$ cat src/rtl/cordic_fu_ctrl.sv
// Sequencer for the iterative CORDIC functional unit. It accepts one operation
// per issue handshake and steps the shift-add datapath through NR_ITER
// iterations. It then holds the result on the shared writeback port until that
// port is granted. Only one operation is in flight at a time; flush kills it.
//
// state  | meaning
// -------+----------------------------------------------------------------
// IDLE   | ready for issue; op/ID latched on handshake
// LOAD   | one-cycle operand load strobe to the datapath
// ITER   | one datapath iteration per cycle, index from the counter
// WB     | result (or exception) presented until wb_ready_i
module cordic_fu_ctrl #(
  parameter int unsigned NR_ITER       = 16,
  parameter int unsigned XLEN          = 64,
  parameter int unsigned TRANS_ID_BITS = 3,
  parameter int unsigned OP_W          = 2
) (
  input  logic                       clk_i,
  input  logic                       rst_ni,
  input  logic                       flush_i,
  input  logic                       cordic_valid_i,
  output logic                       cordic_ready_o,
  input  logic [OP_W-1:0]            op_i,
  input  logic [TRANS_ID_BITS-1:0]   trans_id_i,
  output logic                       dp_load_o,
  output logic                       dp_en_o,
  output logic [$clog2(NR_ITER)-1:0] dp_iter_o,
  output logic [OP_W-1:0]            dp_op_o,
  input  logic [XLEN-1:0]            dp_result_i,
  output logic                       result_valid_o,
  input  logic                       wb_ready_i,
  output logic [XLEN-1:0]            result_o,
  output logic [TRANS_ID_BITS-1:0]   trans_id_o,
  output logic                       ex_valid_o
);

  localparam int unsigned IW = $clog2(NR_ITER);
  localparam logic [IW-1:0]   LAST_ITER = IW'(NR_ITER - 1);
  localparam logic [OP_W-1:0] OP_RSVD   = '1;

  typedef enum logic [1:0] {
    S_IDLE = 2'd0,
    S_LOAD = 2'd1,
    S_ITER = 2'd2,
    S_WB   = 2'd3
  } state_e;

  state_e                     state_q, state_d;
  logic [IW-1:0]              cnt_q, cnt_d;
  logic [OP_W-1:0]            op_q, op_d;
  logic [TRANS_ID_BITS-1:0]   id_q, id_d;
  logic                       ex_q, ex_d;
  logic                       issue;

  // Ready is the only output allowed to see an input combinationally (flush).
  assign cordic_ready_o = (state_q == S_IDLE) & ~flush_i;
  assign issue          = cordic_valid_i & cordic_ready_o;

  // State and datapath-control registers.
  always_ff @(posedge clk_i or negedge rst_ni) begin
    if (!rst_ni) begin
      state_q <= S_IDLE;
      cnt_q   <= '0;
      op_q    <= '0;
      id_q    <= '0;
      ex_q    <= 1'b0;
    end else begin
      state_q <= state_d;
      cnt_q   <= cnt_d;
      op_q    <= op_d;
      id_q    <= id_d;
      ex_q    <= ex_d;
    end
  end

  // Next-state logic; flush overrides everything else.
  always_comb begin
    state_d = state_q;
    cnt_d   = cnt_q;
    op_d    = op_q;
    id_d    = id_q;
    ex_d    = ex_q;
    unique case (state_q)
      S_IDLE: begin
        if (issue) begin
          op_d = op_i;
          id_d = trans_id_i;
          if (op_i == OP_RSVD) begin
            ex_d    = 1'b1;
            state_d = S_WB;
          end else begin
            ex_d    = 1'b0;
            state_d = S_LOAD;
          end
        end
      end
      S_LOAD: begin
        cnt_d   = '0;
        state_d = S_ITER;
      end
      S_ITER: begin
        if (cnt_q == LAST_ITER) begin
          cnt_d   = '0;
          state_d = S_WB;
        end else begin
          cnt_d = cnt_q + IW'(1);
        end
      end
      S_WB: begin
        if (wb_ready_i) begin
          ex_d    = 1'b0;
          state_d = S_IDLE;
        end
      end
      default: state_d = S_IDLE;
    endcase
    if (flush_i) begin
      state_d = S_IDLE;
      cnt_d   = '0;
      ex_d    = 1'b0;
    end
  end

  // Datapath and writeback outputs decoded from registered state only.
  assign dp_load_o      = (state_q == S_LOAD);
  assign dp_en_o        = (state_q == S_ITER);
  assign dp_iter_o      = cnt_q;
  assign dp_op_o        = op_q;
  assign result_valid_o = (state_q == S_WB);
  assign ex_valid_o     = (state_q == S_WB) & ex_q;
  assign trans_id_o     = id_q;
  assign result_o       = ((state_q == S_WB) && !ex_q) ? dp_result_i : '0;

endmodule
$ cat config.mk
export PLATFORM = sky130hd
export DESIGN_NAME = cordic_fu_ctrl
export DESIGN_NICKNAME = d
export VERILOG_FILES = /design/src/rtl/cordic_fu_ctrl.sv
export SDC_FILE = /design/constraint.sdc
export NUM_CORES = 1
export LEC_CHECK = 0
export CAP_MARGIN = 20
export CORE_MARGIN = 10
export CORE_UTILIZATION = 26
export CTS_CLUSTER_SIZE = 24
export DETAILED_ROUTE_END_ITERATION = 12
export PLACE_DENSITY = 0.84
export SETUP_SLACK_MARGIN = 0.4
export SYNTH_ARGS = -nofsm -noshare
export SYNTH_HDL_FRONTEND = slang
export SYNTH_SLANG_ARGS = --single-unit
$ cat constraint.sdc
create_clock -name clk_i -period 3.78 [get_ports clk_i]
set_clock_uncertainty 0.1 [all_clocks]
set_input_delay 0.756 -clock clk_i [delete_from_list [all_inputs] [get_ports clk_i]]
set_output_delay 0.756 -clock clk_i [all_outputs]
set_load 0.05 [all_outputs]
==> metrics.md <==
| Metric | Value |
|---|---|
| Pleak | around 1.2 nW |
| Sequential Power Share | 0.163 |
| Fillers | around 340 |
| Int Pwr | about 0.00057 W |
| Mapped Area | around 1100 um^2 |
| Starting DRT DRC Count | 77 |
| Via density | ~4.3 |
| Critical path data required time | 2920 ps |
| Power Dens Cells | 474 nW/um^2 |
| Buffers on Ports | 151 |
| Final Cycle Share | 0.833 |
| Adder-Cell Fraction of Synth Area | 0.0690 |
| Avg Inst Size Synth | 8.00 um^2 |
| Xor/xnor share of the synthesized area | 0.00805 |
| Register area share after synthesis | 0.276 |
| Mapped Cells | between 100 and 150 |
| Power Total | between 0.001 and 0.0015 W |
| Final Cell Area | ~2500 um^2 |
| Logic pwr share | 0.717 |
| RSZ-0062 raised after global routing | false |
| CTS tree | done |
| Startpoint types | input port |
| IO Pins | approximately 150 |
| PostCTS Resize Cnt | 0 |
| Crit path max-delay cell type | clkdlybuf4s50_1 |
| Starting density of the core | 0.270 |
| CTS clk-pin slew, worst paths | around 50 ps |
| Routed WL | 6060 um |
| Clock share of power | 0.119 |
| Crit-path max FO | 9 |
| Routability cong. | approximately 0.82 |
| Grt total ovfl | 0 |
| Final hold vios | 0 |
| Worst path cell trace | clkdlybuf4s50_1, nor2_1, clkdlybuf4s50_1 |
| Setup TNS | 0 ps |
| #FFs+latches synth | 12 |
| Core Footprint | slightly above 4000 um^2 |
| Critical Path End Type | primary output |
| Largest net degree at the start of global routing | 65 |
| Peak Freq | between 300 and 400 MHz |
| H-Tree Depth | 1 |
| Max incr delay on CP | slightly above 800 ps |
| Status | finished clean |
| CTS Buf Count | 3 |
| Final setup fails | 0 |
| Commonest non-fill, non-tap cell in the layout | clkdlybuf4s50_1 |
| Vias | ~1.4k |
| Simple-Gate Fraction of Synth Area | 0.467 |
| Clock latency on the worst-skew pair | around 240 ps |
| Layout cells sized above 1 | 0.268 |
| Synth Area in Compound Gates | 0.0782 |
| Placement Cell Area | ~2500 um^2 |
| Largest family of logic cells by synthesized area | simple AND/OR/NAND/NOR gates |
| Worst-Margin Slew | 564 ps |
| Drt drc | 0 |
| 1st-pass router iterations | 4 |
| Wire length per cell | 18.1 um |
| Final max-slew violation count | 0 |
| Clock Path Buffers | 2 |
| Initial antenna violation count | 0 |
| Fin crit period | roughly 3100 ps |
| Vias in the first global route | around 1.4k |
| VDD IR max | 0.000324 V |
| Die footprint | 7170 um^2 |
| Worst Path Arrival | approximately 2300 ps |
| Post-CTS Setup Bufs | 0 |
| Kind of critical path | input port to primary output |
| Final ANT Viol Nets | 0 |
| Switching Share | 0.522 |
| Cell mode on critical path | clkdlybuf4s50_1 |
| Area delta synth->final | 133% |
| Number of diodes | 0 |
| Cts hold-fix bufs | 0 |
| DP HPWL | ~5400 um |
| Switch Pwr | between 0.0006 and 0.0007 W |
| Ys Warns | 0 |
| Syn nets | ~220 |
| First-pass GRT wire length | roughly 9000 um |
| Rel. slew slack | 0.622 |
| DIE HEIGHT | ~85 um |
| Commonest cells after routing, fill and taps aside | clkdlybuf4s50_1, and2_1, buf_4 |
| Fin nets | approximately 370 |
| Multiplexer share of the synthesized area | 0.0517 |
| Die W | 84.7 um |
| Root Buffer | clkbuf_8 |
| Count of cell types in the netlist | 27 |
| Floorplan row count | 23 |
| Gr usage total | 0.156 |
| Max cap viols | 0 |
| Num Clock Sinks | 12 |
| Tightest Hold Check Type | flop to flop |
-- cell type report --
class / instances / area, um^2 / share of cell area
inverters: 6 / 22.5 / 0.00889
multi-input cells: 110 / 733 / 0.290
clock buffers: 4 / 55.1 / 0.0217
well taps: 50 / 62.6 / 0.0247
repair buffers: 152 / 1360 / 0.537
flip-flops and latches: 12 / 300 / 0.119
-- path summary, 6_finish.rpt --
| path | cells past startpoint | slack, ps | to | startpoint |
|---|---|---|---|---|
| max in group asynchronous | 1 | 2430 | dp_iter_o[0]$_DFFE_PN0P_ | rst_ni |
| max reg2reg | 4 | 2080 | dp_iter_o[3]$_DFFE_PN0P_ | state_q[0]$_DFFE_PN0P_ |
| max | 3 | 630 | cordic_ready_o | flush_i |
| min | 1 | 400 | trans_id_o[0]$_DFFE_PN0P_ | trans_id_o[0]$_DFFE_PN0P_ |
| min reg2reg | 1 | 400 | trans_id_o[0]$_DFFE_PN0P_ | trans_id_o[0]$_DFFE_PN0P_ |
| min in group asynchronous | 1 | 770 | dp_iter_o[3]$_DFFE_PN0P_ | rst_ni |
-- per-stage QoR --
step           hold slack, ps  instances   util  setup slack (ps)
3_5_place_dp              394        330  0.615               633
3_3_place_gp              388        330  0.615               639
6_report                  404        334  0.629               633
4_1_cts                   406        334  0.629               630
2_1_floorplan             360        136      -               975
5_1_grt                   421        334  0.629               579
-- cells by family (layout without fill, tap and decap cells) --
logic type,Yosys count,in the layout
and+or+nand+nor,85,85
buffers and inverters,14,162
AOI/OAI and AO/OA,13,13
DFF,12,12
adders and majority gates,6,6
muxes,5,5
xor gates and xnor gates,1,1
-- synthesized netlist by cell type, drive strengths merged --
library cell,instances,share of area
and2,65,0.37
mux2,5,0.052
buf,2,0.0092
ha,6,0.069
or4,1,0.0069
nand2,3,0.010
a21oi,3,0.014
inv,6,0.021
o21ai,3,0.014
a41o,1,0.0092
a21o,1,0.0069
a22oi,1,0.0069
nor2b,1,0.0058
nor2,6,0.023
a31oi,1,0.0058
o22ai,1,0.0058
nor3b,1,0.0069
o41ai,1,0.0080
clkbuf,6,0.021
a2bb2oi,1,0.0080
nor3,3,0.014
xor2,1,0.0080
dfrtp,12,0.28
nand3,4,0.018
nor4b,1,0.0080
-- routing by layer --
layer	share of wire	up-vias	GRT usage	wire length, um
met5	0	-	0	0
met4	0.0045	0	0.0180	27
met3	0.084	2	0.0580	512
met2	0.57	58	0.305	3450
met1	0.34	631	0.154	2070
li1	-	730	-	-
-- state kept, by name, summed over array words and instances (netlist names) --
name / cells
state_q: 2
dp_iter_o: 4
dp_op_o: 2
trans_id_o: 3
ex_q: 1
-- critical path: cells and delay by family --
| family | cells | cell delay, ps |
|---|---|---|
| buffers and inverters | 2 | 1380 |
| and+or+nand+nor | 1 | 150 |
-- power groups by stage --
stage	Clock, W	Sequential [W]	Combinational, W
final	0.000143	0.000196	0.000861
after global routing	0.000151	0.000202	0.000917
after CTS	0.000145	0.000198	0.000872
after detailed placement	0	0.000201	0.000868
after global placement	0	0.000197	0.000859
after floorplan	0	0.000304	0.000455
Power figures use the tool's default switching activity.
